<file path="src/rtl/rf_pkg.sv">
// Shared constants, command opcodes and controller state encoding for rf_access_ctrl.
package rf_pkg;

  localparam int DATA_W   = 10;
  localparam int ADDR_W   = 3;
  localparam int NUM_REGS = 8;
  localparam int WR_LIMIT = 4;

  typedef enum logic [1:0] {
    OP_READ  = 2'b00,
    OP_WRITE = 2'b01,
    OP_DUMP  = 2'b10,
    OP_PAIR  = 2'b11
  } op_e;

  typedef enum logic [2:0] {
    S_IDLE,
    S_WR,
    S_RD,
    S_PAIR,
    S_PAIR2,
    S_DUMP,
    S_DUMP_WAIT,
    S_RSP_WAIT
  } state_e;

endpackage

</file>
<file path="src/rtl/rf_rsp_slot.sv">
// One-entry response holding register; contents stay frozen while valid && !ready.
module rf_rsp_slot
  import rf_pkg::*;
(
  input  logic              clk,
  input  logic              rst,
  input  logic              load,
  input  logic [ADDR_W-1:0] load_addr,
  input  logic [DATA_W-1:0] load_data,
  input  logic              load_err,
  input  logic              load_last,
  input  logic              ready,
  output logic              valid,
  output logic [ADDR_W-1:0] addr,
  output logic [DATA_W-1:0] data,
  output logic              err,
  output logic              last
);

  always_ff @(posedge clk) begin
    if (rst) begin
      valid <= 1'b0;
      addr  <= '0;
      data  <= '0;
      err   <= 1'b0;
      last  <= 1'b0;
    end else if (load) begin
      valid <= 1'b1;
      addr  <= load_addr;
      data  <= load_data;
      err   <= load_err;
      last  <= load_last;
    end else if (ready) begin
      valid <= 1'b0;
    end
  end

endmodule

</file>
<file path="src/rtl/rf_access_ctrl.sv">
// Command-driven initiator for the 8x10 register file (READ/WRITE/PAIR/DUMP).
// Optional write protection of addresses >= WR_LIMIT is enabled by defining RF_WPROT_EN.
module rf_access_ctrl
  import rf_pkg::*;
(
  input  logic              clk,
  input  logic              rst,
  input  logic              cmd_valid,
  output logic              cmd_ready,
  input  logic [1:0]        cmd_op,
  input  logic [ADDR_W-1:0] cmd_addr,
  input  logic [DATA_W-1:0] cmd_wdata,
  output logic              rsp_valid,
  input  logic              rsp_ready,
  output logic [ADDR_W-1:0] rsp_addr,
  output logic [DATA_W-1:0] rsp_data,
  output logic              rsp_err,
  output logic              rsp_last,
  output logic              busy,
  output logic              rf_we,
  output logic [ADDR_W-1:0] rf_waddr,
  output logic [DATA_W-1:0] rf_wdata,
  output logic [ADDR_W-1:0] rf_raddr1,
  output logic [ADDR_W-1:0] rf_raddr2,
  input  logic [DATA_W-1:0] rf_rdata1,
  input  logic [DATA_W-1:0] rf_rdata2
);

  localparam logic [ADDR_W-1:0] LAST_IDX = ADDR_W'(NUM_REGS - 1);

  state_e            state, state_n;
  logic              cmd_ready_n, busy_n;
  logic              we_n;
  logic [ADDR_W-1:0] waddr_n, raddr1_n, raddr2_n;
  logic [DATA_W-1:0] wdata_n;
  logic [ADDR_W-1:0] idx, idx_n;
  logic [ADDR_W-1:0] hold_addr, hold_addr_n;
  logic [DATA_W-1:0] hold_data, hold_data_n;
  logic              wr_err, wr_err_n;
  logic              prot;
  logic              hs;

  logic              load;
  logic [ADDR_W-1:0] load_addr;
  logic [DATA_W-1:0] load_data;
  logic              load_err;
  logic              load_last;

`ifdef RF_WPROT_EN
  assign prot = (cmd_addr >= ADDR_W'(WR_LIMIT));
`else
  assign prot = 1'b0;
`endif

  assign hs = rsp_valid && rsp_ready;

  always_ff @(posedge clk) begin
    if (rst) begin
      state     <= S_IDLE;
      cmd_ready <= 1'b1;
      busy      <= 1'b0;
      rf_we     <= 1'b0;
      rf_waddr  <= '0;
      rf_wdata  <= '0;
      rf_raddr1 <= '0;
      rf_raddr2 <= '0;
      idx       <= '0;
      hold_addr <= '0;
      hold_data <= '0;
      wr_err    <= 1'b0;
    end else begin
      state     <= state_n;
      cmd_ready <= cmd_ready_n;
      busy      <= busy_n;
      rf_we     <= we_n;
      rf_waddr  <= waddr_n;
      rf_wdata  <= wdata_n;
      rf_raddr1 <= raddr1_n;
      rf_raddr2 <= raddr2_n;
      idx       <= idx_n;
      hold_addr <= hold_addr_n;
      hold_data <= hold_data_n;
      wr_err    <= wr_err_n;
    end
  end

  always_comb begin
    state_n     = state;
    we_n        = 1'b0;
    waddr_n     = rf_waddr;
    wdata_n     = rf_wdata;
    raddr1_n    = rf_raddr1;
    raddr2_n    = rf_raddr2;
    idx_n       = idx;
    hold_addr_n = hold_addr;
    hold_data_n = hold_data;
    wr_err_n    = wr_err;
    load        = 1'b0;
    load_addr   = rf_raddr1;
    load_data   = rf_rdata1;
    load_err    = 1'b0;
    load_last   = 1'b1;

    case (state)
      S_IDLE: begin
        if (cmd_valid && cmd_ready) begin
          case (op_e'(cmd_op))
            OP_WRITE: begin
              state_n  = S_WR;
              we_n     = !prot;
              waddr_n  = cmd_addr;
              wdata_n  = cmd_wdata;
              wr_err_n = prot;
            end
            OP_READ: begin
              state_n  = S_RD;
              raddr1_n = cmd_addr;
            end
            OP_PAIR: begin
              state_n  = S_PAIR;
              raddr1_n = cmd_addr;
              raddr2_n = cmd_addr + ADDR_W'(1);
            end
            default: begin
              state_n  = S_DUMP;
              raddr1_n = '0;
              idx_n    = '0;
            end
          endcase
        end
      end
      // File has taken the write at this edge; respond alongside it
      S_WR: begin
        load      = 1'b1;
        load_addr = rf_waddr;
        load_data = rf_wdata;
        load_err  = wr_err;
        state_n   = S_RSP_WAIT;
      end
      S_RD: begin
        load    = 1'b1;
        state_n = S_RSP_WAIT;
      end
      S_PAIR: begin
        load        = 1'b1;
        load_last   = 1'b0;
        hold_addr_n = rf_raddr2;
        hold_data_n = rf_rdata2;
        state_n     = S_PAIR2;
      end
      S_PAIR2: begin
        if (hs) begin
          load      = 1'b1;
          load_addr = hold_addr;
          load_data = hold_data;
          state_n   = S_RSP_WAIT;
        end
      end
      S_DUMP: begin
        load      = 1'b1;
        load_last = (idx == LAST_IDX);
        state_n   = S_DUMP_WAIT;
      end
      S_DUMP_WAIT: begin
        if (hs) begin
          if (idx == LAST_IDX) begin
            state_n = S_IDLE;
          end else begin
            idx_n    = idx + ADDR_W'(1);
            raddr1_n = idx + ADDR_W'(1);
            state_n  = S_DUMP;
          end
        end
      end
      S_RSP_WAIT: begin
        if (hs) state_n = S_IDLE;
      end
      default: state_n = S_IDLE;
    endcase

    busy_n      = (state_n != S_IDLE);
    cmd_ready_n = (state_n == S_IDLE) && !(load || (rsp_valid && !rsp_ready));
  end

  rf_rsp_slot u_rsp_slot (
    .clk       (clk),
    .rst       (rst),
    .load      (load),
    .load_addr (load_addr),
    .load_data (load_data),
    .load_err  (load_err),
    .load_last (load_last),
    .ready     (rsp_ready),
    .valid     (rsp_valid),
    .addr      (rsp_addr),
    .data      (rsp_data),
    .err       (rsp_err),
    .last      (rsp_last)
  );

endmodule

</file>
<file path="config.mk">
export PLATFORM = sky130hd
export DESIGN_NAME = rf_access_ctrl
export DESIGN_NICKNAME = d
export VERILOG_FILES = /design/src/rtl/rf_pkg.sv /design/src/rtl/rf_rsp_slot.sv /design/src/rtl/rf_access_ctrl.sv
export SDC_FILE = /design/constraint.sdc
export NUM_CORES = 1
export LEC_CHECK = 0
export ABC_AREA = 1
export BUFFER_PORTS_ARGS = -buffer_cell sky130_fd_sc_hd__buf_2
export CELL_PAD_IN_SITES_DETAIL_PLACEMENT = 0
export CELL_PAD_IN_SITES_GLOBAL_PLACEMENT = 1
export CORE_MARGIN = 4
export CORE_UTILIZATION = 39
export DETAILED_ROUTE_END_ITERATION = 7
export PLACE_DENSITY_LB_ADDON = 0.1
export SYNTH_ARGS = -nofsm -noshare
export SYNTH_HDL_FRONTEND = slang
export SYNTH_SLANG_ARGS = --single-unit
</file>
<file path="constraint.sdc">
create_clock -name clk -period 3.4 [get_ports clk]
set_input_delay 0.51 -clock clk [delete_from_list [all_inputs] [get_ports clk]]
set_output_delay 0.51 -clock clk [all_outputs]
set_load 0.01 [all_outputs]
</file>
# Yosys cells after proc, flatten, opt, wreduce, memory -nomap -nowiden
# Cells that the tools add are included.
# word_totals
word_cells	81
output_inout_bits	38
ff_bits	56
# classes
n_bitwise	2
n_reduce_logical	22
n_eq_ne	15
add_sub_neg	2
muxes	25
# ops
op	count
3-bit 2-to-1 mux	11
3-bit case mux with 2 select lines	4
3-bit case mux with 7 select lines	1
10-bit case mux with 2 select lines	1
3-bit equality test (second input constant)	5
10-bit 2-to-1 mux	1
2-bit inequality test (second input constant)	5
5-bit AND reduction	2
3-bit case mux with 3 select lines	1
3-bit by 1-bit adder with 3-bit output (second input constant)	2
3-bit by 2-bit equality test with 1-bit output (second input constant)	2
3-bit zero test	2
3-bit AND reduction	2
3-bit OR reduction	2
1-bit logical AND	4
1-bit 2-to-1 mux	4
1-bit case mux with 2 select lines	2
2-bit nonzero test	2
2-bit OR reduction	2
4-bit OR reduction	1
3-bit by 1-bit equality test with 1-bit output (second input constant)	1
3-bit nonzero test	1
2-bit by 1-bit equality test with 1-bit output (second input constant)	1
2-bit equality test (second input constant)	1
4 further kinds	6

# Longest topological paths before layout
# logic_depth
depth_word	6
depth_mapped	10
depth_no_buf	9

# Hierarchy
# From an unflattened synthesis, not the netlist that was laid out.
# hier_totals
hier_cells	368
hier_area_um2	2733.9
# modules_own_cells
module	n_inst	cells_each	area_each_um2
rf_access_ctrl	1	299	2178.3
rf_rsp_slot	1	69	555.5

# Worst setup path before layout
# No wires, ideal clock.
# synth_path
kind	input -> register
from	in rst
to	reg u_rsp_slot.addr[2]
cell_stages	6
n_path_buf	3
arrival_time_ps	1388
path_slack_ps	1938
setup_ps	74
required_ps	3326
cell_sequence	buf_2 > inv_1 > clkbuf_1 > clkbuf_1 > o21ai_0 > a31oi_1
# synth_rtl
element	line_no	rtl
start: declaration	rf_access_ctrl.sv:7	input logic rst,
end signal: assignment	rf_rsp_slot.sv:29	addr <= load_addr;
end: declaration	rf_rsp_slot.sv:14	output logic [ADDR_W-1:0] addr,

# Final worst setup path
# layout_path
from	reg state[2]
to	reg cmd_ready
# layout_via
elab_chain_cells	6
# layout_rtl
element	line_no	rtl
start: declaration	rf_access_ctrl.sv:31	state_e state, state_n;
start signal: assignment	rf_access_ctrl.sv:72	state <= state_n;
3-bit equality test, or another cell as far along	rf_access_ctrl.sv:104	case (state)
4-bit OR reduction (no source line)	--	
1-bit case mux with 2 select lines	rf_access_ctrl.sv:104	
1-bit logical OR	rf_access_ctrl.sv:182	cmd_ready_n = (state_n == S_IDLE) && !(load || (rsp_valid && !rsp_ready));
1-bit zero test	rf_access_ctrl.sv:182	
1-bit logical AND *	rf_access_ctrl.sv:182	
end signal: assignment	rf_access_ctrl.sv:73	cmd_ready <= cmd_ready_n;
end: declaration	rf_access_ctrl.sv:9	output logic cmd_ready,
# Every way passes the cells marked *; elsewhere a longest branch is shown, timed or not.
# A chain may end at the register's enable or synchronous reset.

==> results.json <==
{
  "outcome": "finished clean",
  "cpMaxStageDelayCell": "dfxtp_1",
  "yosysMostFrequentCell": "nor2_1",
  "hold_ws_ns": 0.417,
  "die-area_sq_mm": 0.00803,
  "die_w_um": 89.6,
  "synth_top_area_share_pct": 43.2,
  "tightest_slew_ns": 0.515,
  "synth-seq-cells": 56,
  "synth_nets": 392,
  "core_area_sq_mm": 0.00642,
  "syn_area_sq_mm": 0.00260,
  "yosys-top-cells-area": "dfxtp_1 43%, nor2_1 9.8%, o21ai_0 7.3%",
  "gr-usage-met1_pct": 28.2,
  "end_kind": "flop",
  "drive_gt1_share_pct": 26.1,
  "dr_total_vias": 2434,
  "grt_max_degree": 48,
  "setup_viol": 0,
  "gr-total-overflow": 0,
  "drtAntennaViolNets": 0,
  "cp_max_fo": 14,
  "grt_usage_pct": 18.2,
  "syn_to_final_growth_pct": 19.4,
  "r2r_slack_ns": 1.18,
  "antennaDiodeCount": 0,
  "critPathCapture": "cmd_ready",
  "grt_pass1_wl_um": 11300,
  "cp.depth": 7,
  "drv_slew": 0,
  "start_kind": "flop",
  "synthFlopType": "dfxtp_1",
  "clk_path_buf_depth": 2,
  "num_rows": 29,
  "wire_per_inst_um": 14.7,
  "cts_hold_buf": 0,
  "finalHoldViolations": 0,
  "ys_warn_count": 0,
  "fin_setup_tns_ns": 0,
  "post_cts_buffers": 0,
  "maxCapViolCount": 0,
  "worstRegToRegCells": 7,
  "dr.first_iter.drc_count": 181,
  "fin_ws_ns": 1.18,
  "antenna_found_initial": 0,
  "r2r-end": "cmd_ready",
  "final_nets": 456,
  "power.density_mw_per_mm2": 844,
  "via_per_inst": 5.00,
  "avgSynthCellArea_sq_um": 7.50,
  "fmax_mhz": 450,
  "max-vdd-ir-drop_mv": 0.246,
  "timing.final.crit_share_pct": 65.4,
  "dr.pass1.iters": 4,
  "synth_seq_area_share_pct": 43.2,
  "cts_root_buffer": "clkbuf_8",
  "grt_pass1_vias": 2220,
  "slew_headroom_pct": 65.6,
  "pin_count": 77,
  "rsz0062_at_grt": "no",
  "leakagePower_nw": 1.47,
  "synth_cell_type_count": 29,
  "ys_top_cells_by_count": "68 x nor2_1, 56 x dfxtp_1, 38 x o21ai_0",
  "crit_chain": "inv_4 -> nor2_2 -> nand2_1 -> nand3_1 -> nor2_1 -> nand4_1 -> nand2_1",
  "die_h_um": 89.6,
  "drc_errors": 0,
  "syn-instance-count": 346,
  "cp-startpoint": "state[2]",
  "busiest_layer": "met1",
  "max_stage_delay_ns": 0.63,
  "post-place-ws_ns": 1.09,
  "critPathTopFamily": "simple AND/OR/NAND/NOR gates",
  "floorplan.initialDensity_pct": 40.4,
  "synth_edf_count": 0,
  "h-tree-depth": 2,
  "crit_top_cell": "nand2_1",
  "worstPathRequired_ns": 3.59,
  "path_class": "reg -> reg",
  "post-route-util_pct": 48.3,
  "place_congestion": 0.868,
  "synthArstFlopShare_pct": 0,
  "cts_tree": "yes",
  "portBuffers": 75,
  "post-route-min-period_ns": 2.22,
  "worst_clock_skew_ns": 0.00655,
  "cts_resized": 0,
  "dpl_cell_area_sq_mm": 0.00297,
  "dp_hpwl_um": 5260,
  "worstReg2RegStart": "state[2]",
  "wl_um": 7180,
  "use_met2_pct": 25.9,
  "synth_top_area_cell": "dfxtp_1",
  "cts.sinks": 56,
  "cts_buffers": 5,
  "met3_usage_pct": 3.56,
  "clkLatencyLatePin_ns": 0.31,
  "hold_path.class": "in -> reg",
  "path_buf_inv": 1,
  "cp.arrival_ns": 2.42,
  "clkTransAtPathRegs_ns": 0.10,
  "post-route-cell-area_sq_mm": 0.00310
}
## cell usage in the layout, fill, tap and decap left out, drive strengths merged, types with 2 or more instances in the layout
cell	synthesis	routed
a21oi	19	19
a31oi	13	13
buf	14	77
bufinv	0	2
clkbuf	6	5
dfxtp	56	56
ha	7	7
inv	20	20
nand2	38	38
nand3	37	37
nand4	5	5
nor2	74	74
nor3	4	4
o21ai	49	49
## flip-flops by register name, indices dropped and copies added, names as in the netlist
register          count
busy                  1
cmd_ready             1
hold_addr             3
hold_data            10
idx                   3
rf_raddr1             3
rf_raddr2             3
rf_waddr              3
rf_wdata             10
rf_we                 1
state                 3
u_rsp_slot.addr       3
u_rsp_slot.data      10
u_rsp_slot.last       1
u_rsp_slot.valid      1
## area by class of cell
class / count / area, sq um
inverter: 20 / 80.1
multi-input combinational: 250 / 1280
fill: 681 / 3320
clock inverter: 2 / 60.1
tap: 77 / 96.3
clock buffer: 5 / 68.8
sequential: 56 / 1120
timing repair buffer: 77 / 390
## how the worst min path moves through the flow
stage | startpoint | to | slack [ns] | depth (start not counted)
after global routing | rf_rdata2[2] | hold_data[2] | 0.41 | 3
final | rf_rdata2[0] | hold_data[0] | 0.42 | 3
after floorplan | idx[1] | idx[1] | 0.44 | 2
after detailed placement | idx[1] | idx[1] | 0.46 | 2
after global placement | idx[1] | idx[1] | 0.45 | 2
after CTS | rf_rdata2[5] | hold_data[5] | 0.41 | 3
## cells by family after synthesis
family	count (synthesis)	share of synthesized area (%)
DFF	56	43.2
adders and majority gates	7	3.37
AOI/OAI and AO/OA	82	17.0
xor gates and xnor gates	1	0.337
and+or+nand+nor	159	28.6
other	1	0.144
buffers and inverters	40	7.37
## through the flow
stage / power [mW] / std cells
6_report: 2.62 / 487
5_1_grt: 2.84 / 487
4_1_cts: 2.65 / 487
3_5_place_dp: 2.13 / 480
3_3_place_gp: 2.13 / 480
2_1_floorplan: 1.82 / 346
## tightest hold or removal path, delay by kind of cell
family / cells / cell delay (ns)
buffers and inverters: 1 / 0.08
AND/OR/NAND/NOR: 2 / 0.11
## per-layer routing
layer	vias up	part of all wire, %
met5	-	0
met4	0	0.67
met3	6	5.2
met2	61	44
met1	1081	50
li1	1286	-
## power by group
part           total (mW)  internal, mW  switching [mW]
clock network       0.502         0.290           0.212
logic                1.12         0.387           0.734
registers           0.994         0.832           0.162
(Power assumes the default switching activity.)
